`config.mk`:
```
export PLATFORM = sky130hd
export DESIGN_NAME = mux_scan_ctrl
export DESIGN_NICKNAME = d
export VERILOG_FILES = /design/src/rtl/mux_scan_ctrl.sv
export SDC_FILE = /design/constraint.sdc
export NUM_CORES = 1
export LEC_CHECK = 0
export ABC_CLOCK_PERIOD_IN_PS = 2600
export CAP_MARGIN = 20
export CORE_MARGIN = 3
export CORE_UTILIZATION = 50
export CTS_CLUSTER_SIZE = 24
export DETAILED_ROUTE_END_ITERATION = 8
export DONT_BUFFER_PORTS = 1
export PLACE_DENSITY = 0.63
export RECOVER_POWER = 100
export SLEW_MARGIN = 20
export SYNTH_ARGS = -nofsm -noshare
export SYNTH_HDL_FRONTEND = slang
export SYNTH_SLANG_ARGS = --single-unit
```
`constraint.sdc`:
```
create_clock -name clk_i -period 2.6 [get_ports clk_i]
set_clock_uncertainty 0.05 [all_clocks]
set_input_delay 0.52 -clock clk_i [delete_from_list [all_inputs] [get_ports clk_i]]
set_output_delay 0.52 -clock clk_i [all_outputs]
set_load 0.01 [all_outputs]
```
`src/rtl/mux_scan_ctrl.sv`:
```
// mux_scan_ctrl: round-robin sequencer for the 3-bit select of the 4:1 channel mux
// Ports: clk_i clock; rst_ni async active-low reset; en_i scan enable (low parks);
//   ch_mask_i channel enables (bit0 = CH_IN1); dc_req_i select DC level instead of scanning;
//   dwell_i valid cycles per channel (0 acts as 1); sel_o mux select (0-3 channel, 4 DC, 7 zero);
//   sel_valid_o mux output settled; ch_id_o selected channel; frame_done_o end-of-frame pulse;
//   busy_o sequencer not idle.
module mux_scan_ctrl #(
    parameter int DWELL_WIDTH   = 16,
    parameter int SETTLE_CYCLES = 4
) (
    input  logic                   clk_i,
    input  logic                   rst_ni,
    input  logic                   en_i,
    input  logic [3:0]             ch_mask_i,
    input  logic                   dc_req_i,
    input  logic [DWELL_WIDTH-1:0] dwell_i,
    output logic [2:0]             sel_o,
    output logic                   sel_valid_o,
    output logic [1:0]             ch_id_o,
    output logic                   frame_done_o,
    output logic                   busy_o
);
    typedef enum logic [1:0] {IDLE, SETTLE, DWELL, DC} state_t;
    localparam logic [2:0] SEL_PARK = 3'b111;
    localparam logic [2:0] SEL_DC = 3'b100;
    // settle and dwell share one down-counter, so SETTLE_CYCLES must fit in DWELL_WIDTH
    localparam logic [DWELL_WIDTH-1:0] SETTLE_LD = DWELL_WIDTH'(SETTLE_CYCLES > 0 ? SETTLE_CYCLES - 1 : 0);
    state_t                 state_q, state_d;
    logic [2:0]             sel_q, sel_d, go_sel;
    logic [1:0]             id_q, id_d, low_ch, nxt_ch;
    logic                   valid_q, valid_d, fd_q, fd_d, busy_q;
    logic                   go, park, found;
    logic [DWELL_WIDTH-1:0] cnt_q, cnt_d, dwell_ld;
    assign dwell_ld = (dwell_i == '0) ? '0 : dwell_i - 1'b1;
    // lowest enabled channel, and the next enabled channel above the current one (wrapping)
    always_comb begin
        low_ch = '0;
        nxt_ch = '0;
        found = 1'b0;
        for (int i = 3; i >= 0; i--) begin
            if (ch_mask_i[i]) low_ch = 2'(i);
            if (ch_mask_i[i] && 2'(i) > id_q) begin
                nxt_ch = 2'(i);
                found = 1'b1;
            end
        end
        if (!found) nxt_ch = low_ch;
    end
    // go: leave for a new target (go_sel) through the blanking window; park: return to IDLE
    always_comb begin
        state_d = state_q;
        sel_d = sel_q;
        id_d = id_q;
        valid_d = valid_q;
        fd_d = 1'b0;
        cnt_d = cnt_q;
        go = 1'b0;
        go_sel = sel_q;
        park = !en_i;
        if (en_i) begin
            case (state_q)
                IDLE: begin
                    go = dc_req_i || (ch_mask_i != '0);
                    go_sel = dc_req_i ? SEL_DC : {1'b0, low_ch};
                end
                SETTLE: begin
                    cnt_d = (cnt_q == '0) ? dwell_ld : cnt_q - 1'b1;
                    if (cnt_q == '0) begin
                        state_d = (sel_q == SEL_DC) ? DC : DWELL;
                        valid_d = 1'b1;
                    end
                end
                DWELL: begin
                    if (cnt_q != '0) cnt_d = cnt_q - 1'b1;
                    else if (dc_req_i) begin
                        go = 1'b1;
                        go_sel = SEL_DC;
                    end else if (ch_mask_i == '0) park = 1'b1;
                    else begin
                        // a single enabled channel keeps its select and just restarts the dwell
                        fd_d = nxt_ch <= id_q;
                        go = nxt_ch != id_q;
                        go_sel = {1'b0, nxt_ch};
                        cnt_d = dwell_ld;
                    end
                end
                DC: begin
                    go = !dc_req_i && (ch_mask_i != '0);
                    go_sel = {1'b0, low_ch};
                    park = !dc_req_i && (ch_mask_i == '0);
                end
                default: park = 1'b1;
            endcase
        end
        if (park) begin
            state_d = IDLE;
            sel_d = SEL_PARK;
            id_d = '0;
            valid_d = 1'b0;
            fd_d = 1'b0;
        end else if (go) begin
            sel_d = go_sel;
            if (!go_sel[2]) id_d = go_sel[1:0];
            valid_d = SETTLE_CYCLES == 0;
            state_d = (SETTLE_CYCLES == 0) ? (go_sel[2] ? DC : DWELL) : SETTLE;
            cnt_d = (SETTLE_CYCLES == 0) ? dwell_ld : SETTLE_LD;
        end
    end
    always_ff @(posedge clk_i or negedge rst_ni) begin
        if (!rst_ni) begin
            state_q <= IDLE;
            sel_q <= SEL_PARK;
            id_q <= '0;
            valid_q <= 1'b0;
            fd_q <= 1'b0;
            busy_q <= 1'b0;
            cnt_q <= '0;
        end else begin
            state_q <= state_d;
            sel_q <= sel_d;
            id_q <= id_d;
            valid_q <= valid_d;
            fd_q <= fd_d;
            busy_q <= state_d != IDLE;
            cnt_q <= cnt_d;
        end
    end
    assign sel_o = sel_q;
    assign sel_valid_o = valid_q;
    assign ch_id_o = id_q;
    assign frame_done_o = fd_q;
    assign busy_o = busy_q;
endmodule
```
==> results of run 1 <==
logic make-up after synthesis:
kind of cell | Yosys count | synth area share
DFF | 26 | 0.268
AOI/OAI and AO/OA | 99 | 0.286
adders and majority gates | 10 | 0.0513
muxes | 4 | 0.0164
and+or+nand+nor | 119 | 0.282
buffers and inverters | 29 | 0.0533
xor gates and xnor gates | 12 | 0.0431
critical path, cell delays in order (launching register included):
cell                       delay [ps]
sky130_fd_sc_hd__dfrtp_1          390
sky130_fd_sc_hd__or4_1            670
sky130_fd_sc_hd__nor4_4           420
sky130_fd_sc_hd__buf_4            190
sky130_fd_sc_hd__a221oi_2         100
sky130_fd_sc_hd__nor2_2           230
sky130_fd_sc_hd__buf_4            180
sky130_fd_sc_hd__o2bb2a_1         220
sequential cells by signal, indices dropped and copies added (netlist names):
signal        flops
state_q           2
busy_o            1
sel_o             3
cnt_q            16
sel_valid_o       1
ch_id_o           2
frame_done_o      1
layout by cell type, fill, tap and decap left out, types with 2 or more instances in the layout:
master and instances:
sky130_fd_sc_hd__o2111ai_1 2, sky130_fd_sc_hd__nor4_1 11, sky130_fd_sc_hd__or3_1 3, sky130_fd_sc_hd__o41ai_1 3, sky130_fd_sc_hd__xnor2_1 8, sky130_fd_sc_hd__nand4_1 7
sky130_fd_sc_hd__dlygate4sd3_1 2, sky130_fd_sc_hd__o221ai_1 2, sky130_fd_sc_hd__nor3b_1 2, sky130_fd_sc_hd__clkbuf_8 3, sky130_fd_sc_hd__a22oi_1 2, sky130_fd_sc_hd__a21oi_2 2
sky130_fd_sc_hd__o31ai_1 4, sky130_fd_sc_hd__a221oi_2 2, sky130_fd_sc_hd__o21a_1 2, sky130_fd_sc_hd__buf_4 39, sky130_fd_sc_hd__ha_1 10, sky130_fd_sc_hd__nand3_1 7
sky130_fd_sc_hd__or4_4 3, sky130_fd_sc_hd__o21ai_0 17, sky130_fd_sc_hd__nor4_4 3, sky130_fd_sc_hd__mux2i_1 4, sky130_fd_sc_hd__nor2b_1 8, sky130_fd_sc_hd__or4_1 5
sky130_fd_sc_hd__o21bai_1 3, sky130_fd_sc_hd__a221oi_1 3, sky130_fd_sc_hd__nor2_1 19, sky130_fd_sc_hd__a31oi_1 6, sky130_fd_sc_hd__o22ai_1 8, sky130_fd_sc_hd__a21oi_1 18
sky130_fd_sc_hd__nor3_1 16, sky130_fd_sc_hd__dfstp_1 3, sky130_fd_sc_hd__o211ai_1 10, sky130_fd_sc_hd__inv_1 14, sky130_fd_sc_hd__dfrtp_1 22, sky130_fd_sc_hd__xor2_1 4
sky130_fd_sc_hd__o31a_1 2, sky130_fd_sc_hd__o2bb2a_1 2, sky130_fd_sc_hd__nand2_1 24
cell usage after synthesis (4+ instances only):
| library cell | n | area (um2) |
|---|---|---|
| sky130_fd_sc_hd__mux2i_1 | 4 | 40.0 |
| sky130_fd_sc_hd__nand3_1 | 7 | 35.0 |
| sky130_fd_sc_hd__or4_1 | 7 | 52.6 |
| sky130_fd_sc_hd__a21oi_1 | 18 | 90.1 |
| sky130_fd_sc_hd__dfrtp_1 | 23 | 576 |
| sky130_fd_sc_hd__o21ai_0 | 17 | 85.1 |
| sky130_fd_sc_hd__nand4_1 | 7 | 43.8 |
| sky130_fd_sc_hd__nor4_1 | 11 | 68.8 |
| sky130_fd_sc_hd__o31ai_1 | 4 | 30.0 |
| sky130_fd_sc_hd__o211ai_1 | 10 | 75.1 |
| sky130_fd_sc_hd__inv_1 | 14 | 52.6 |
| sky130_fd_sc_hd__xor2_1 | 4 | 35.0 |
| sky130_fd_sc_hd__nand2_1 | 24 | 90.1 |
| sky130_fd_sc_hd__xnor2_1 | 8 | 70.1 |
| sky130_fd_sc_hd__a31oi_1 | 6 | 37.5 |
| sky130_fd_sc_hd__nor2_1 | 20 | 75.1 |
| sky130_fd_sc_hd__ha_1 | 10 | 125 |
| sky130_fd_sc_hd__o22ai_1 | 8 | 50.1 |
| sky130_fd_sc_hd__a221oi_1 | 4 | 35.0 |
| sky130_fd_sc_hd__buf_2 | 5 | 25.0 |
| sky130_fd_sc_hd__clkbuf_1 | 7 | 26.3 |
| sky130_fd_sc_hd__nor3_1 | 16 | 80.1 |
| sky130_fd_sc_hd__nor2b_1 | 8 | 50.1 |
worst paths after layout:
check / startpoint / end / slack [ps] / cells after the start
min in group asynchronous: rst_ni / sel_o[0] / 650 / 1
max in group asynchronous: rst_ni / ch_id_o[0] / 670 / 2
worst min-delay path: dc_req_i / ch_id_o[0] / 350 / 2
worst max-delay path: cnt_q[6] / sel_o[1] / 100 / 7
worst max register to register: cnt_q[6] / sel_o[1] / 100 / 7
worst min register to register: sel_o[2] / sel_o[2] / 540 / 2
power breakdown:
part,internal (uW),switching (uW)
combinational,216,280
clock,206,146
sequential,436,31.9
metal layers:
metal	routed length, um	global-route usage	vias to the layer above
met5	0	0	-
met4	70	0.0583	0
met3	452	0.0330	7
met2	3120	0.364	122
met1	3580	0.409	1205
li1	-	-	1221
cell type report:
class	instances	area [um2]
Multi-Input combinational cell	244	1690
Fill cell	417	1650
Tap cell	65	81.3
Inverter	14	52.6
Clock buffer	3	41.3
Sequential cell	26	656
Timing Repair Buffer	44	329
Clock inverter	1	30.0
metrics by stage:
| stage | TNS (ps) | worst slack [ps] | hold WS, ps | total power (uW) |
|---|---|---|---|---|
| after floorplan | 0 | 159 | 174 | 787 |
| after global placement | 0 | 43.4 | 175 | 929 |
| after detailed placement | -16.7 | -16.7 | 175 | 933 |
| after CTS | 0 | 17.6 | 12.4 | 1300 |
| after global routing | -3.52 | -3.52 | 361 | 1390 |
| final | 0 | 100 | 355 | 1320 |
what timing repair did:
item	in CTS	in global routing
endpoints found under the hold margin	23	3
hold buffers	2	1
setup endpoints to repair	0	19
setup buffers	0	3
resized for setup	0	10
==> impl_summary.txt, run 1 <==
----------------------------------------------------
[Routing]
  Via-per-instance ratio ... 6.44
  Detailed-route DRC error count ... 0
  Post-route antenna net violation count ... 0
  Wirelength, routed ... 7220 um
  Total vias in the final route ... 2555
  Violation count after the first detailed-route iteration ... 238
  Mean routed wirelength per cell ... 18.2 um
  First-pass iteration count of the detailed router ... 5

[Cells and area]
  Finished layout cell area ... 2880 um2
  Total number of nets in the final design ... 367
  Diodes inserted ... 0
  Final cell count without fillers ... 397
  Proportion of layout cells with a drive suffix above 1 ... 0.199
  Layout overhead on the synthesized area ... 18.2%
  Fraction of the core area covered by cells at the end of the flow ... 0.636

[Synthesis]
  Async set-or-reset flop fraction in the synthesized netlist ... 1.00
  Register bit count reported by yosys ... 26
  Post-synthesis cell type count ... 59
  Number of enable-type register cells in the synthesized netlist ... 0
  Number of synthesis warnings ... 0
  Cells after Synth ... 299
  Synth Flop Type ... sky130_fd_sc_hd__dfrtp_1
  Mean post-synth cell area ... 8.16 um2
  Syn Nets ... 333
  Proportion of synthesized chip area in sequential cells ... 0.268
  Summed instance area of the synthesized netlist ... 2440 um2

[Floorplanning]
  Die Span Y ... 75.9 um
  Starting utilization of the core area ... 0.538
  Row count ... 24
  Full die area ... 5750 um2
  Die Width ... 75.9 um
  Placeable core region ... 4530 um2
  Number of top-level design ports ... 32

[Power and ir drop]
  Peak VDD IR ... 0.242 mV
  PwrDens ... 457 nW/um2
  Leakage dissipation ... 0.00112 uW

[CTS]
  CTS tree ... done
  Worst-case clock buffer depth ... 2
  Clock Sinks ... 26
  CTS root buffer ... sky130_fd_sc_hd__clkbuf_8
  CTS clock-pin slew for the worst setup and hold paths ... 100 ps
  Clock buffer count from CTS ... 3
  Clock latency of the later-clocked register in the worst-skew pair ... 280 ps
  H-tree depth ... 1

[STA]
  Count of endpoints failing hold in the final timing report ... 0
  Max frequency ... 400 MHz
  Number of setup violations in the final report ... 0
  Least-Margin Pin Slew ... 1280 ps
  Worst slew margin ... 0.149
  Final period utilization ... 0.961
  Time the worst path needs with I/O delays and setup ... 2500 ps
  Number of pins exceeding their max-slew limit in the final report ... 0

[Run status]
  Run status ... completed

[Worst setup path]
  Data required time of the worst path ... 2770 ps
  Worst Path Arrival ... 2670 ps
  Crit. End Element ... flip-flop
  Largest driver fanout on the critical path ... 6
  Kind of critical path ... flip-flop to flip-flop
  Critical path launch point type ... flip-flop

[Place]
  PortBufs ... 0
  Post-place instance area ... 2720 um2
  Detailed placement HPWL ... 5390 um
  Last weighted congestion value of the routability-driven placer ... 0.903
  Placed cell count ... 386

[Global routing]
  Pin count of the biggest net entering global routing ... 24
  Number of global-route vias before repair ... 2243
  GRT overflow ... 0
  Gr usage total ... 0.258
  Number of antenna violations at the first check in global routing ... 0
  Global-route wire length before repair ... 11300 um

[Run]
  Number of violations of the max-capacitance limit ... 0

[Hold path]
  HP Class ... input pin to flip-flop

----------------------------------------------------
Note: power is estimated with default switching activity, not from simulation.
==> run 2, diff against run 1 <==
CTS_CLUSTER_DIAMETER = 50   (was not set)
==> results of run 2 <==
The final DEF is identical to that of run 1; final timing and power are the same.
==> run 3, diff against run 2 <==
CORE_UTILIZATION = 40   (was 50)
PLACE_DENSITY = 0.52   (was 0.63)
==> run 3 against run 2 <==
Against the previous run: first-iteration DRC count down 15%; sequential share of layout area down 0.23 points; setup slack worse by 40 ps; combinational power up 2%; highest routed layer unchanged; critical endpoint unchanged; clock power down 20%; power down 4.7%; utilization down 13 points; critical path depth down 1.
==> impl_summary.txt, run 3 (synthesis results as in run 1) <==
----------------------------------------------------
[STA]
  Final period utilization ... 0.977 (was 0.961)
  Time the worst path needs with I/O delays and setup ... 2540 ps (was 2500 ps)
  Least-Margin Pin Slew ... 1330 ps (was 1280 ps)
  Number of setup violations in the final report ... 0 (unchanged)
  Unrepaired setup endpoints after global routing ... yes
  Number of pins exceeding their max-slew limit in the final report ... 0 (unchanged)
  Count of endpoints failing hold in the final timing report ... 0 (unchanged)
  Setup TNS Final ... 0 ps (unchanged)
  Setup WS post-layout ... 60.4 ps (was 100 ps)
  Worst slew margin ... 0.115 (was 0.149)
  Max frequency ... 394 MHz (was 400 MHz)

[Routing]
  Via-per-instance ratio ... 6.11 (was 6.44)
  Violation count after the first detailed-route iteration ... 203 (was 238)
  Post-route antenna net violation count ... 0 (unchanged)
  Detailed-route DRC error count ... 0 (unchanged)
  Wirelength, routed ... 7600 um (was 7220 um)
  Total vias in the final route ... 2497 (was 2555)
  First-pass iteration count of the detailed router ... 5 (unchanged)
  Mean routed wirelength per cell ... 18.6 um (was 18.2 um)

[Cells and area]
  Biggest register ... cnt_q (unchanged)
  Diodes inserted ... 0 (unchanged)
  Commonest cells after routing, fill and taps aside ... sky130_fd_sc_hd__buf_4 (44), sky130_fd_sc_hd__nand2_1 (24), sky130_fd_sc_hd__dfrtp_1 (23) (was sky130_fd_sc_hd__buf_4 (39), sky130_fd_sc_hd__nand2_1 (24), sky130_fd_sc_hd__dfrtp_1 (22))
  Multi-input combinational cell area ... 1690 um2 (unchanged)
  Layout overhead on the synthesized area ... 19.1% (was 18.2%)
  Proportion of layout cells with a drive suffix above 1 ... 0.208 (was 0.199)
  Filler Cells Inserted ... 587 (was 417)
  Most common library cell in the layout ignoring fill and taps ... sky130_fd_sc_hd__buf_4 (unchanged)
  Final cell count without fillers ... 409 (was 397)
  Combined flip-flop and latch cell area ... 654 um2 (was 656 um2)
  Flip-flop count of the largest register, all copies and words added ... 16 (unchanged)
  Total number of nets in the final design ... 372 (was 367)
  Fraction of the core area covered by cells at the end of the flow ... 0.509 (was 0.636)

[Run status]
  Run status ... completed (unchanged)

[Floorplanning]
  Die Width ... 84.1 um (was 75.9 um)
  Die Span Y ... 84.1 um (was 75.9 um)
  Starting utilization of the core area ... 0.427 (was 0.538)
  Row count ... 27 (was 24)
  Number of top-level design ports ... 32 (unchanged)
  Full die area ... 7070 um2 (was 5750 um2)
  Placeable core region ... 5710 um2 (was 4530 um2)

[CTS]
  H-tree depth ... 1 (unchanged)
  CTS root buffer ... sky130_fd_sc_hd__clkbuf_8 (unchanged)
  Clock Sinks ... 26 (unchanged)
  Clock buffer count from CTS ... 3 (unchanged)
  Worst-case clock buffer depth ... 2 (unchanged)
  CTS tree ... done (unchanged)
  CTS clock-pin slew for the worst setup and hold paths ... 100 ps (about the same)
  Clock latency of the later-clocked register in the worst-skew pair ... 280 ps (about the same)

[Place]
  Detailed placement HPWL ... 5930 um (was 5390 um)
  Placed cell count ... 400 (was 386)
  PortBufs ... 0 (unchanged)
  Worst setup slack before clock tree synthesis ... -43.1 ps (was -16.7 ps)
  Last weighted congestion value of the routability-driven placer ... 0.851 (was 0.903)

[Worst setup path]
  Data required time of the worst path ... 2770 ps (about the same)
  Critical path launch point type ... flip-flop (unchanged)
  Crit. End Element ... flip-flop (unchanged)
  Worst Path Arrival ... 2700 ps (was 2670 ps)
  Largest driver fanout on the critical path ... 4 (was 6)
  Register-to-register setup slack ... 60 ps (was 100 ps)
  Kind of critical path ... flip-flop to flip-flop (unchanged)

[Power and ir drop]
  PwrDens ... 432 nW/um2 (was 457 nW/um2)
  Leakage dissipation ... 0.00114 uW (was 0.00112 uW)
  Peak VDD IR ... 0.232 mV (was 0.242 mV)
  Power after layout ... 1260 uW (was 1320 uW)

[Global routing]
  Number of antenna violations at the first check in global routing ... 0 (unchanged)
  Gr usage total ... 0.225 (was 0.258)
  Pin count of the biggest net entering global routing ... 24 (unchanged)
  GRT overflow ... 0 (unchanged)
  Number of global-route vias before repair ... 2460 (was 2243)
  Global-route wire length before repair ... 12900 um (was 11300 um)

[Run]
  Number of violations of the max-capacitance limit ... 0 (unchanged)

[Hold path]
  HP Class ... input pin to flip-flop (unchanged)

----------------------------------------------------
[run 3: cell count changes in the layout (fill, tap and decap cells not counted), sizes merged]
cell    previous run  this run
buf               40        44
bufinv             1         0
clkbuf             5         7
[run 3: final timing paths]
kind,end,depth (start not counted),startpoint
setup / recovery,sel_o[1],6,cnt_q[8]
hold / removal,ch_id_o[1],2,en_i
hold reg to reg,sel_o[2],2,sel_o[2]
min in group asynchronous,sel_o[0],1,rst_ni
max in group asynchronous,ch_id_o[0],2,rst_ni
setup reg to reg,sel_o[1],6,cnt_q[8]
[run 3: cell type report]
type / instances / area share
inverters: 14 / 0.0181
clock buffers: 4 / 0.0189
multi-input cells: 244 / 0.582
repair buffers: 49 / 0.124
flip-flops and latches: 26 / 0.225
well taps: 72 / 0.0310
[run 3: metal layers]
layer,GRT usage,part of all wire,vias to the layer above
met3,0.0207,0.055,7
met4,0.0556,0.012,0
met2,0.328,0.44,94
li1,-,-,1236
met1,0.351,0.50,1160
met5,0,0,-
[run 3: report_power, final]
| part | internal, uW | switching [uW] |
|---|---|---|
| registers | 439 | 30.3 |
| clock network | 136 | 145 |
| logic | 224 | 281 |
[run 3: stage by stage]
stage | hold slack, ps | area (um2)
floorplan | 174 | 2440
global placement | 175 | 2780
detailed placement | 175 | 2780
CTS | 8.94 | 2870
global route | 361 | 2910
finish | 353 | 2910
[run 3: worst max-delay path, cell delays in order, from the launching register on]
cell	delay, ps
sky130_fd_sc_hd__dfrtp_1	440
sky130_fd_sc_hd__or4_1	620
sky130_fd_sc_hd__buf_4	220
sky130_fd_sc_hd__nor4_4	330
sky130_fd_sc_hd__a32oi_1	190
sky130_fd_sc_hd__a221oi_1	370
sky130_fd_sc_hd__o2bb2a_1	270
[run 3: what timing repair did]
action	4_1_cts	5_1_grt
hold buffers	2	1
buffers inserted	0	2
resized for setup	0	7
setup endpoints to repair	0	17
endpoints found under the hold margin	23	3
